`src/rtl/encoder_rr_share_pkg.sv`:
```
// Shared types and sizing helpers for the round-robin shared encoder.
package encoder_rr_share_pkg;

    localparam int unsigned NInDefault  = 4;
    localparam int unsigned NOutDefault = 4;
    localparam int unsigned NReqDefault = 4;

    // Requester index width; never below one bit.
    function automatic int unsigned id_w(input int unsigned n);
        return (n > 1) ? $clog2(n) : 1;
    endfunction

    localparam int unsigned IdWDefault = id_w(NReqDefault);

    typedef logic [IdWDefault-1:0] id_t;
    typedef logic [NInDefault-1:0] operand_t;

endpackage

```
`src/rtl/encoder_rr_share_if.sv`:
```
// Request/response bundle between requesters, consumer and the shared encoder.
interface encoder_rr_share_if
    import encoder_rr_share_pkg::*;
#(
    parameter int unsigned N_IN  = NInDefault,
    parameter int unsigned N_OUT = NOutDefault,
    parameter int unsigned N_REQ = NReqDefault,
    parameter int unsigned ID_W  = id_w(N_REQ)
) ();

    logic [N_REQ-1:0]      req_valid_i;
    logic [N_REQ-1:0]      req_ready_o;
    logic [N_REQ*N_IN-1:0] req_operand_i;
    logic                  rsp_valid_o;
    logic                  rsp_ready_i;
    logic [N_OUT-1:0]      rsp_result_o;
    logic [ID_W-1:0]       rsp_id_o;

    modport master (
        output req_valid_i, req_operand_i, rsp_ready_i,
        input  req_ready_o, rsp_valid_o, rsp_result_o, rsp_id_o
    );

    modport slave (
        input  req_valid_i, req_operand_i, rsp_ready_i,
        output req_ready_o, rsp_valid_o, rsp_result_o, rsp_id_o
    );

endinterface

```
`src/rtl/encoder_rr_share_rr_arbiter.sv`:
```
// Round-robin arbiter: lowest requesting index at or above the pointer, wrapping once.
module encoder_rr_share_rr_arbiter #(
    parameter int unsigned N  = 4,
    parameter int unsigned IW = 2
) (
    input  logic [N-1:0]  req,
    input  logic [IW-1:0] pointer,
    input  logic          en,
    output logic [N-1:0]  gnt,
    output logic [IW-1:0] gnt_idx
);

    logic [2*N-1:0] dbl;
    logic [2*N-1:0] mask;
    logic           found;

    // Upper copy of req covers the wrap, so a single upward scan from the pointer suffices.
    always_comb begin
        dbl     = {req, req};
        mask    = '0;
        found   = 1'b0;
        gnt_idx = '0;
        gnt     = '0;
        for (int i = 0; i < 2 * N; i++) begin
            mask[i] = (i >= int'(pointer));
        end
        for (int i = 0; i < 2 * N; i++) begin
            if (!found && dbl[i] && mask[i]) begin
                found   = 1'b1;
                gnt_idx = IW'(i % N);
            end
        end
        if (en && found) begin
            gnt[gnt_idx] = 1'b1;
        end
    end

endmodule

```
`src/rtl/mydesign_comb.sv`:
```
// Combinational encoder core under exploration; this build maps the operand to its Gray code,
// truncated or zero-extended to N_OUT bits.
module mydesign_comb #(
    parameter int unsigned N_IN  = 4,
    parameter int unsigned N_OUT = 4
) (
    input  logic [N_IN-1:0]  data_i,
    output logic [N_OUT-1:0] data_o
);

    logic [N_IN-1:0] gray;

    assign gray   = data_i ^ (data_i >> 1);
    assign data_o = N_OUT'(gray);

endmodule

```
`src/rtl/encoder_rr_share.sv`:
```
// Shares one encoder core among N_REQ requesters: round-robin grant, operand stage (S1),
// output register stage (S2).
module encoder_rr_share
    import encoder_rr_share_pkg::*;
#(
    parameter int unsigned N_IN  = NInDefault,
    parameter int unsigned N_OUT = NOutDefault,
    parameter int unsigned N_REQ = NReqDefault,
    parameter int unsigned ID_W  = id_w(N_REQ)
) (
    input  logic                clk_ci,
    input  logic                rst_ni,
    input  logic                enable_i,
    encoder_rr_share_if.slave   bus,
    output logic                busy_o
);

    logic             s1_valid_q;
    logic [N_IN-1:0]  s1_operand_q;
    logic [ID_W-1:0]  s1_id_q;
    logic             s2_valid_q;
    logic [N_OUT-1:0] s2_result_q;
    logic [ID_W-1:0]  s2_id_q;
    logic [ID_W-1:0]  ptr_q;

    logic [N_REQ-1:0] gnt;
    logic [ID_W-1:0]  gnt_idx;
    logic [N_OUT-1:0] core_result;
    logic             adv2;
    logic             accept;

    assign adv2   = s1_valid_q & (~s2_valid_q | bus.rsp_ready_i);
    // rst_ni gating keeps every ready bit low while reset is held.
    assign accept = rst_ni & enable_i & (~s1_valid_q | adv2) & (|bus.req_valid_i);

    encoder_rr_share_rr_arbiter #(
        .N  (N_REQ),
        .IW (ID_W)
    ) u_arb (
        .req     (bus.req_valid_i),
        .pointer (ptr_q),
        .en      (accept),
        .gnt     (gnt),
        .gnt_idx (gnt_idx)
    );

    (* dont_touch = "true" *)
    mydesign_comb #(
        .N_IN  (N_IN),
        .N_OUT (N_OUT)
    ) u_core (
        .data_i (s1_operand_q),
        .data_o (core_result)
    );

    always_ff @(posedge clk_ci or negedge rst_ni) begin
        if (!rst_ni) begin
            s1_valid_q   <= 1'b0;
            s1_operand_q <= '0;
            s1_id_q      <= '0;
            ptr_q        <= '0;
        end else if (accept) begin
            s1_valid_q   <= 1'b1;
            s1_operand_q <= bus.req_operand_i[gnt_idx*N_IN +: N_IN];
            s1_id_q      <= gnt_idx;
            ptr_q        <= (gnt_idx == ID_W'(N_REQ - 1)) ? '0 : gnt_idx + ID_W'(1);
        end else if (adv2) begin
            s1_valid_q   <= 1'b0;
        end
    end

    always_ff @(posedge clk_ci or negedge rst_ni) begin
        if (!rst_ni) begin
            s2_valid_q  <= 1'b0;
            s2_result_q <= '0;
            s2_id_q     <= '0;
        end else if (adv2) begin
            s2_valid_q  <= 1'b1;
            s2_result_q <= core_result;
            s2_id_q     <= s1_id_q;
        end else if (bus.rsp_ready_i) begin
            s2_valid_q  <= 1'b0;
        end
    end

    assign bus.req_ready_o  = gnt;
    assign bus.rsp_valid_o  = s2_valid_q;
    assign bus.rsp_result_o = s2_result_q;
    assign bus.rsp_id_o     = s2_id_q;
    assign busy_o           = s1_valid_q | s2_valid_q;

endmodule

```
`src/flat_wrapper.sv`:
```
// flat-port wrapper written by rule: the top's interface ports become plain ports
module encoder_rr_share_flat import encoder_rr_share_pkg::*;
#(
    parameter int unsigned N_IN  = NInDefault,
    parameter int unsigned N_OUT = NOutDefault,
    parameter int unsigned N_REQ = NReqDefault,
    parameter int unsigned ID_W  = id_w(N_REQ)
)
  (clk_ci, rst_ni, enable_i, busy_o, bus_req_valid_i, bus_req_operand_i, bus_rsp_ready_i, bus_req_ready_o, bus_rsp_valid_o, bus_rsp_result_o, bus_rsp_id_o);
  encoder_rr_share_if #(.N_IN(N_IN), .N_OUT(N_OUT), .N_REQ(N_REQ), .ID_W(ID_W)) bus_i ();
  input  logic clk_ci;
  input  logic rst_ni;
  input  logic enable_i;
  output logic busy_o;
  input wire logic [$bits(bus_i.req_valid_i)-1:0] bus_req_valid_i;
  input wire logic [$bits(bus_i.req_operand_i)-1:0] bus_req_operand_i;
  input wire logic [$bits(bus_i.rsp_ready_i)-1:0] bus_rsp_ready_i;
  output wire logic [$bits(bus_i.req_ready_o)-1:0] bus_req_ready_o;
  output wire logic [$bits(bus_i.rsp_valid_o)-1:0] bus_rsp_valid_o;
  output wire logic [$bits(bus_i.rsp_result_o)-1:0] bus_rsp_result_o;
  output wire logic [$bits(bus_i.rsp_id_o)-1:0] bus_rsp_id_o;
  assign bus_i.req_valid_i = bus_req_valid_i;
  assign bus_i.req_operand_i = bus_req_operand_i;
  assign bus_i.rsp_ready_i = bus_rsp_ready_i;
  assign bus_req_ready_o = bus_i.req_ready_o;
  assign bus_rsp_valid_o = bus_i.rsp_valid_o;
  assign bus_rsp_result_o = bus_i.rsp_result_o;
  assign bus_rsp_id_o = bus_i.rsp_id_o;
  encoder_rr_share #(.N_IN(N_IN), .N_OUT(N_OUT), .N_REQ(N_REQ), .ID_W(ID_W)) u_core (.clk_ci(clk_ci), .rst_ni(rst_ni), .enable_i(enable_i), .bus(bus_i), .busy_o(busy_o));
endmodule
```
`config.mk`:
```
export PLATFORM = sky130hd
export DESIGN_NAME = encoder_rr_share_flat
export DESIGN_NICKNAME = d
export VERILOG_FILES = /design/src/rtl/encoder_rr_share_pkg.sv /design/src/rtl/encoder_rr_share_if.sv /design/src/rtl/encoder_rr_share_rr_arbiter.sv /design/src/rtl/mydesign_comb.sv /design/src/rtl/encoder_rr_share.sv /design/src/flat_wrapper.sv
export SDC_FILE = /design/constraint.sdc
export NUM_CORES = 1
export LEC_CHECK = 0
export CORE_MARGIN = 2
export CORE_UTILIZATION = 39
export DETAILED_ROUTE_END_ITERATION = 12
export PLACE_DENSITY = 0.73
export SETUP_SLACK_MARGIN = 0.1
export SLEW_MARGIN = 10
export SYNTH_ARGS = -nofsm -noshare
export SYNTH_HDL_FRONTEND = slang
export SYNTH_SLANG_ARGS = --single-unit
export TNS_END_PERCENT = 100
```
`constraint.sdc`:
```
create_clock -name clk_ci -period 1.88 [get_ports clk_ci]
set_clock_uncertainty 0.2 [all_clocks]
set_input_delay 0.376 -clock clk_ci [delete_from_list [all_inputs] [get_ports clk_ci]]
set_output_delay 0.376 -clock clk_ci [all_outputs]
set_load 0.03 [all_outputs]
```
### After elaboration in Yosys (flattened, before gate mapping)

Cells that the tools add are included.

* bits in registers: 16
* output and inout bits: 12

* $add $sub $neg: 1
* order comparisons: 5
* equality and inequality tests: 1
* shift-type cells: 1
* multiplexer cells: 23
* bitwise gates (word level): 10
* reduce and logical (&&, ||, !) cells: 22

Operator list (count)
* 16-bit by 5-bit indexed part select with 4-bit output: 1
* 1-bit 2-to-1 mux: 14
* 2-bit 2-to-1 mux: 7
* 1-bit logical AND: 12
* 1-bit logical NOT: 7
* 1-bit bitwise AND: 4
* 1-bit by 2-bit >= comparator with 1-bit output, first input constant: 2
* 4-bit 2-to-1 mux: 1
* 2-bit nonzero test: 2
* 4-bit OR reduction: 1
* 4-bit by 3-bit bitwise XOR with 4-bit output: 1
* 2-bit by 3-bit less-than comparator with 1-bit output, second input constant: 1
* 1-bit OR: 3
* 2-bit by 1-bit adder with 2-bit output, second input constant: 1
* 1-bit demux with 2-bit select: 1
* 2-bit == test, second input constant: 1
* 2-bit by 1-bit >= comparator with 1-bit output, second input constant: 1
* 2-bit >= comparator, first input constant: 1
* 1-bit NOT: 2

### Longest topological paths before layout

* depth in word-level cells: 31
* mapped depth: 7
* gate-level depth less buffers: 7

### By module

From an unflattened synthesis, not the netlist that was laid out.

* cells, all modules: 68
* area, all modules: 925.9 µm²

By module, submodules not included
* encoder_rr_share: instances 1, cells an instance 47, area an instance 768.2 µm², seq. area each 400.4 µm²
* encoder_rr_share_rr_arbiter: instances 1, cells an instance 17, area an instance 123.9 µm², seq. area each 0.0 µm²
* mydesign_comb: instances 1, cells an instance 4, area an instance 33.8 µm², seq. area each 0.0 µm²

### Worst setup path before layout

OpenSTA, ideal clock, no wires.

* kind: reg-to-output
* from: register u_core.ptr_q[1]
* to: output port bus_req_ready_o[2]
* arrival time: 1694 ps
* required time: 1304 ps
* setup slack: -390 ps
* stages on the path, launching flop included: 7
* path buffers: 0
* cells stage by stage: dfrtp_1 o32ai_2 nor2_4 inv_6 ha_1 inv_1 nor2_1

* word-level cells in the longest chain between the ends: 31
* elaborated cells on any way between the ends: 42
* those cells by class: order compare (5); mux (18); reduce/logical (19)

RTL lines
* start: declaration: RTL line encoder_rr_share.sv:24 `logic [ID_W-1:0] ptr_q;`
* start signal: assignment: RTL line encoder_rr_share.sv:66 `ptr_q <= (gnt_idx == ID_W'(N_REQ - 1)) ? '0 : gnt_idx + ID_W'(1);`
* 1-bit by 2-bit >= comparator with 1-bit output: RTL line encoder_rr_share_rr_arbiter.sv:25 `mask[i] = (i >= int'(pointer));`
* 1-bit logical AND: RTL line encoder_rr_share_rr_arbiter.sv:28 `if (!found && dbl[i] && mask[i]) begin`
* 1-bit 2-to-1 mux: RTL line encoder_rr_share_rr_arbiter.sv:28
* 1-bit logical NOT: RTL line encoder_rr_share_rr_arbiter.sv:28
* 1-bit logical AND (2 in series): RTL line encoder_rr_share_rr_arbiter.sv:28
* 1-bit 2-to-1 mux: RTL line encoder_rr_share_rr_arbiter.sv:28
* 1-bit logical NOT: RTL line encoder_rr_share_rr_arbiter.sv:28
* 1-bit logical AND (2 in series): RTL line encoder_rr_share_rr_arbiter.sv:28
* [13 not listed]
* 1-bit logical NOT: RTL line encoder_rr_share_rr_arbiter.sv:28
* 1-bit logical AND: RTL line encoder_rr_share_rr_arbiter.sv:28
* 2-bit 2-to-1 mux: RTL line encoder_rr_share_rr_arbiter.sv:28
* 2-bit by 3-bit less-than comparator with 1-bit output (not written as such) or 2-bit by 1-bit >= comparator with 1-bit output (tied branches): RTL line encoder_rr_share_rr_arbiter.sv:34 `gnt[gnt_idx] = 1'b1;`
* 1-bit logical AND (not written as such): RTL line encoder_rr_share_rr_arbiter.sv:34
* 1-bit 2-to-1 mux (not written as such): RTL line encoder_rr_share_rr_arbiter.sv:34
* 1-bit demux with 2-bit select: RTL line encoder_rr_share_rr_arbiter.sv:34
* 4-bit 2-to-1 mux *: RTL line encoder_rr_share_rr_arbiter.sv:33 `if (en && found) begin`
* end: declaration: RTL line flat_wrapper.sv:18 `output wire logic [$bits(bus_i.req_ready_o)-1:0] bus_req_ready_o;`

Every way passes the cells marked *; elsewhere a longest branch is shown, timed or not.

### Worst setup path in the final report

* from: register u_core.ptr_q[1]
* to: output port bus_req_ready_o[1]

* word-level cells in the longest chain between the ends: 31
* elaborated cells on any way between the ends: 42
* those cells by class: order compare (5); mux (18); reduce/logical (19)

RTL lines
* 1-bit by 2-bit >= comparator with 1-bit output: RTL line encoder_rr_share_rr_arbiter.sv:25
* 1-bit logical AND: RTL line encoder_rr_share_rr_arbiter.sv:28
* 1-bit 2-to-1 mux: RTL line encoder_rr_share_rr_arbiter.sv:28
* 1-bit logical NOT: RTL line encoder_rr_share_rr_arbiter.sv:28
* 1-bit logical AND (2 in series): RTL line encoder_rr_share_rr_arbiter.sv:28
* 1-bit 2-to-1 mux: RTL line encoder_rr_share_rr_arbiter.sv:28
* 1-bit logical NOT: RTL line encoder_rr_share_rr_arbiter.sv:28
* 1-bit logical AND (2 in series): RTL line encoder_rr_share_rr_arbiter.sv:28
* [14 not listed]
* 1-bit logical AND: RTL line encoder_rr_share_rr_arbiter.sv:28
* 2-bit 2-to-1 mux *: RTL line encoder_rr_share_rr_arbiter.sv:28
* net u_core.gnt_idx[1]: RTL line encoder_rr_share.sv:27 `logic [ID_W-1:0] gnt_idx;`
* 2-bit by 3-bit less-than comparator with 1-bit output (not written as such) or 2-bit by 1-bit >= comparator with 1-bit output (tied branches): RTL line encoder_rr_share_rr_arbiter.sv:34
* 1-bit logical AND (not written as such): RTL line encoder_rr_share_rr_arbiter.sv:34
* 1-bit 2-to-1 mux (not written as such): RTL line encoder_rr_share_rr_arbiter.sv:34
* 1-bit demux with 2-bit select *: RTL line encoder_rr_share_rr_arbiter.sv:34
* 4-bit 2-to-1 mux *: RTL line encoder_rr_share_rr_arbiter.sv:33

The timed path passes the listed nets; every way through them passes the cells marked *.

==> impl_metrics.csv <==
group,metric,value,unit
synth,netlist_area,972,µm²
min_path,holdPathStages,2,
run,drv_cap,0,
min_path,min_from,"u_core.bus.rsp_result_o[0]$_DFFE_PN0P_",
route,ant_nets,0,
route,wl,2650,µm
grt,grt_pass1_wl,4160,µm
sta,max_freq,0.430,GHz
setup_path,cp.required,1.30,ns
outcome,status,"finished with violations",
setup_path,crit_type,"reg2out",
grt,antenna_found_initial,0,
sta,tns,-2.29,ns
power_and_ir_drop,finalPower,1970,µW
die,dieArea,0.00291,mm²
clock_tree,cts_max_path_buffers,2,
setup_path,path_common_cell,"inv_2",
synth,synth_seq_area_share,0.412,
route,dr.pass1.iters,2,
setup_path,crit_chain,"a21o_1, a21oi_2, o22a_2, inv_2, ha_1, inv_2, nor2_4, buf_6",
placement,dp_hpwl,1820,µm
clock_tree,insertion_delay,0.29,ns
route,vias,935,
grt,gr-usage-met1,0.246,
finish,nets,189,
die,start_util,0.403,
setup_path,timing.rr.start,"u_core.bus.rsp_valid_o$_DFFE_PN0P_",
clock_tree,h-tree-depth,1,
setup_path,crit_fanout,4,
setup_path,max_stage_delay,0.47,ns
synth,yosys.cell_types.count,29,
die,die_y,53.9,µm
clock_tree,cts.reportedPaths.clkPinSlew,0.09,ns
synth,netlist_top_cells_area,"dfrtp_1 41%, ha_1 5.1%, mux2i_1 5.1%",
setup_path,critPathLaunchType,"flop",
synth,ys_ff_latch,16,
sta,rsz0062_at_grt,"true",
finish,fill_cells,160,
setup_path,slowest_stage,"dfrtp_2",
finish,final_cell_mix,"20 x buf_4, 16 x clkdlybuf4s50_1, 15 x dfrtp_1",
synth,syn-num-nets,119,
synth,yosysTopAreaCell,"dfrtp_1",
clock_tree,cts_root_buf,"clkbuf_4",
finish,n_antenna_cell,0,
sta,hold_ws,0.283,ns
setup_path,r2r_setup_slack,-0.13,ns
finish,drive_gt1_frac,0.500,
route,drc,0,
setup_path,rr_worst_depth,9,
sta,min_period,2.33,ns
power_and_ir_drop,p_per_area,1070,mW/mm²
grt,grt_usage,0.203,
finish,final_area,0.00185,mm²
grt,grtUsageMet2,0.360,
synth,synthCells,91,
synth,avgSynthCellArea,10.7,µm²
min_path,hold_path_end,"u_core.bus.rsp_result_o[0]$_DFFE_PN0P_",
power_and_ir_drop,p_leak,0.000829,µW
sta,worst_pin_slew,0.385,ns
route,post_drt_via_cell_ratio,4.92,
setup_path,arrival,1.75,ns
sta,finalSetupViolCount,12,
min_path,hp-class,"reg2reg",
grt,grt_max_degree,17,
sta,hold_violations,0,
die,core,0.00241,mm²
grt,top_usage_layer,"met2",
setup_path,end_kind,"output pin",
sta,fin_ws,-0.446,ns
die,fp.dieW,53.9,µm
route,drtIter0Drc,1,
grt,grt_util_met3,0.0194,
clock_tree,cts_tree,"yes",
clock_tree,cts_inserted_buffers,3,
clock_tree,clock_sink_count,16,
route,wl_per_cell,14.0,µm
outcome,violations,"negative setup slack",
placement,place_area,0.00150,mm²
synth,synth_warnings,0,
sta,fin_crit_sh,1.24,
die,rows,18,
placement,gp_congestion,0.763,
setup_path,crit-reg2reg-capture,"u_core.s1_operand_q[0]$_DFFE_PN0P_",
placement,port_buffers,35,
sta,slew_headroom,0.743,
synth,synth_top_cell_area_share,0.412,
finish,layout_commonest_cell,"buf_4",
grt,grt_overflow,0,
placement,pre_cts_ws,-0.675,ns
sta,final_max_slew_viol_count,0,
power_and_ir_drop,peakVddDrop,0.678,mV
finish,syn_to_final_growth,90.0,%
die,ios,36,
grt,grt_pass1_vias,952,
## metrics by stage
stage,utilization,instances
after floorplan,-,91
after global placement,0.624,167
after detailed placement,0.624,167
after CTS,0.727,186
after global routing,0.766,190
final,0.766,190
## worst max-delay path, delay by kind of cell (launching register included)
kind | cells | cell delay (ns)
flip-flops | 1 | 0.47
buffers and inverters | 3 | 0.25
AO/OA/AOI/OAI | 3 | 0.51
adder cells (fa/ha/maj) | 1 | 0.20
AND/OR/NAND/NOR | 1 | 0.04
## flip-flops by register name (all words and copies together) (netlist names)
signal,cells
u_core.s1_operand_q,4
u_core.bus.rsp_id_o,2
u_core.ptr_q,2
u_core.s1_valid_q,1
u_core.bus.rsp_result_o,4
u_core.s1_id_q,2
u_core.bus.rsp_valid_o,1
## final cells by class
class                   count  area (µm²)  share of cell area
repair buffers             67         669               0.362
multi-input cells          62         656               0.355
flip-flops and latches     16         402               0.217
inverters                  11        46.3              0.0251
well taps                  30        37.5              0.0203
clock buffers               4        36.3              0.0196
## repair_timing
item / CTS / global route
gates resized for setup: 56 / 24
buffers inserted: 14 / 6
pin swaps: 10 / 6
setup endpoints to repair: 20 / 14
hold endpoints to repair: 16 / 0
hold buffers: 1 / 0
## metal layers
layer  vias up  wire (µm)
met1       441       1090
met3         6        111
met2        25       1370
li1        463          -
met5         -          0
met4         0         80
## report_power, final
group | leakage (µW) | switching [µW] | internal (µW) | total (µW)
registers | 0.000191 | 113 | 482 | 595
clock network | 0.0000210 | 108 | 118 | 226
logic | 0.000617 | 592 | 557 | 1150
total | 0.000829 | 814 | 1160 | 1970
## cell usage after synthesis, drive strengths merged
cell	instances
or4	1
a21boi	1
ha	4
a21o	2
dfrtp	16
o21a	1
nand3b	1
o32ai	1
buf	2
or2	1
a2111oi	3
inv	11
o41ai	1
xnor2	3
o22a	1
nand4	1
nor3b	4
nor2	7
mux2	4
o21ai	4
mux2i	5
nand2b	3
a21oi	3
a221oi	3
nand2	7
o31ai	1
## worst max path at each step
stage	start	end	slack (ns)	cells after the start
after floorplan	bus_req_valid_i[2]	bus_req_ready_o[0]	-0.08	5
after CTS	u_core.ptr_q[1]$_DFFE_PN0P_	bus_req_ready_o[3]	-0.47	7
final	u_core.ptr_q[1]$_DFFE_PN0P_	bus_req_ready_o[1]	-0.45	8
after detailed placement	bus_req_valid_i[1]	bus_req_ready_o[0]	-0.67	9
after global routing	u_core.ptr_q[1]$_DFFE_PN0P_	bus_req_ready_o[2]	-0.52	8
after global placement	bus_req_valid_i[1]	bus_req_ready_o[3]	-0.64	8
## cell families after synthesis
family | after synthesis | share of synthesized area
and+or+nand+nor | 25 | 0.145
AOI/OAI and AO/OA | 21 | 0.203
DFF | 16 | 0.412
buffers and inverters | 13 | 0.0631
muxes | 9 | 0.0978
adders and majority gates | 4 | 0.0515
xor gates and xnor gates | 3 | 0.0270
Power figures use the tool's default switching activity.
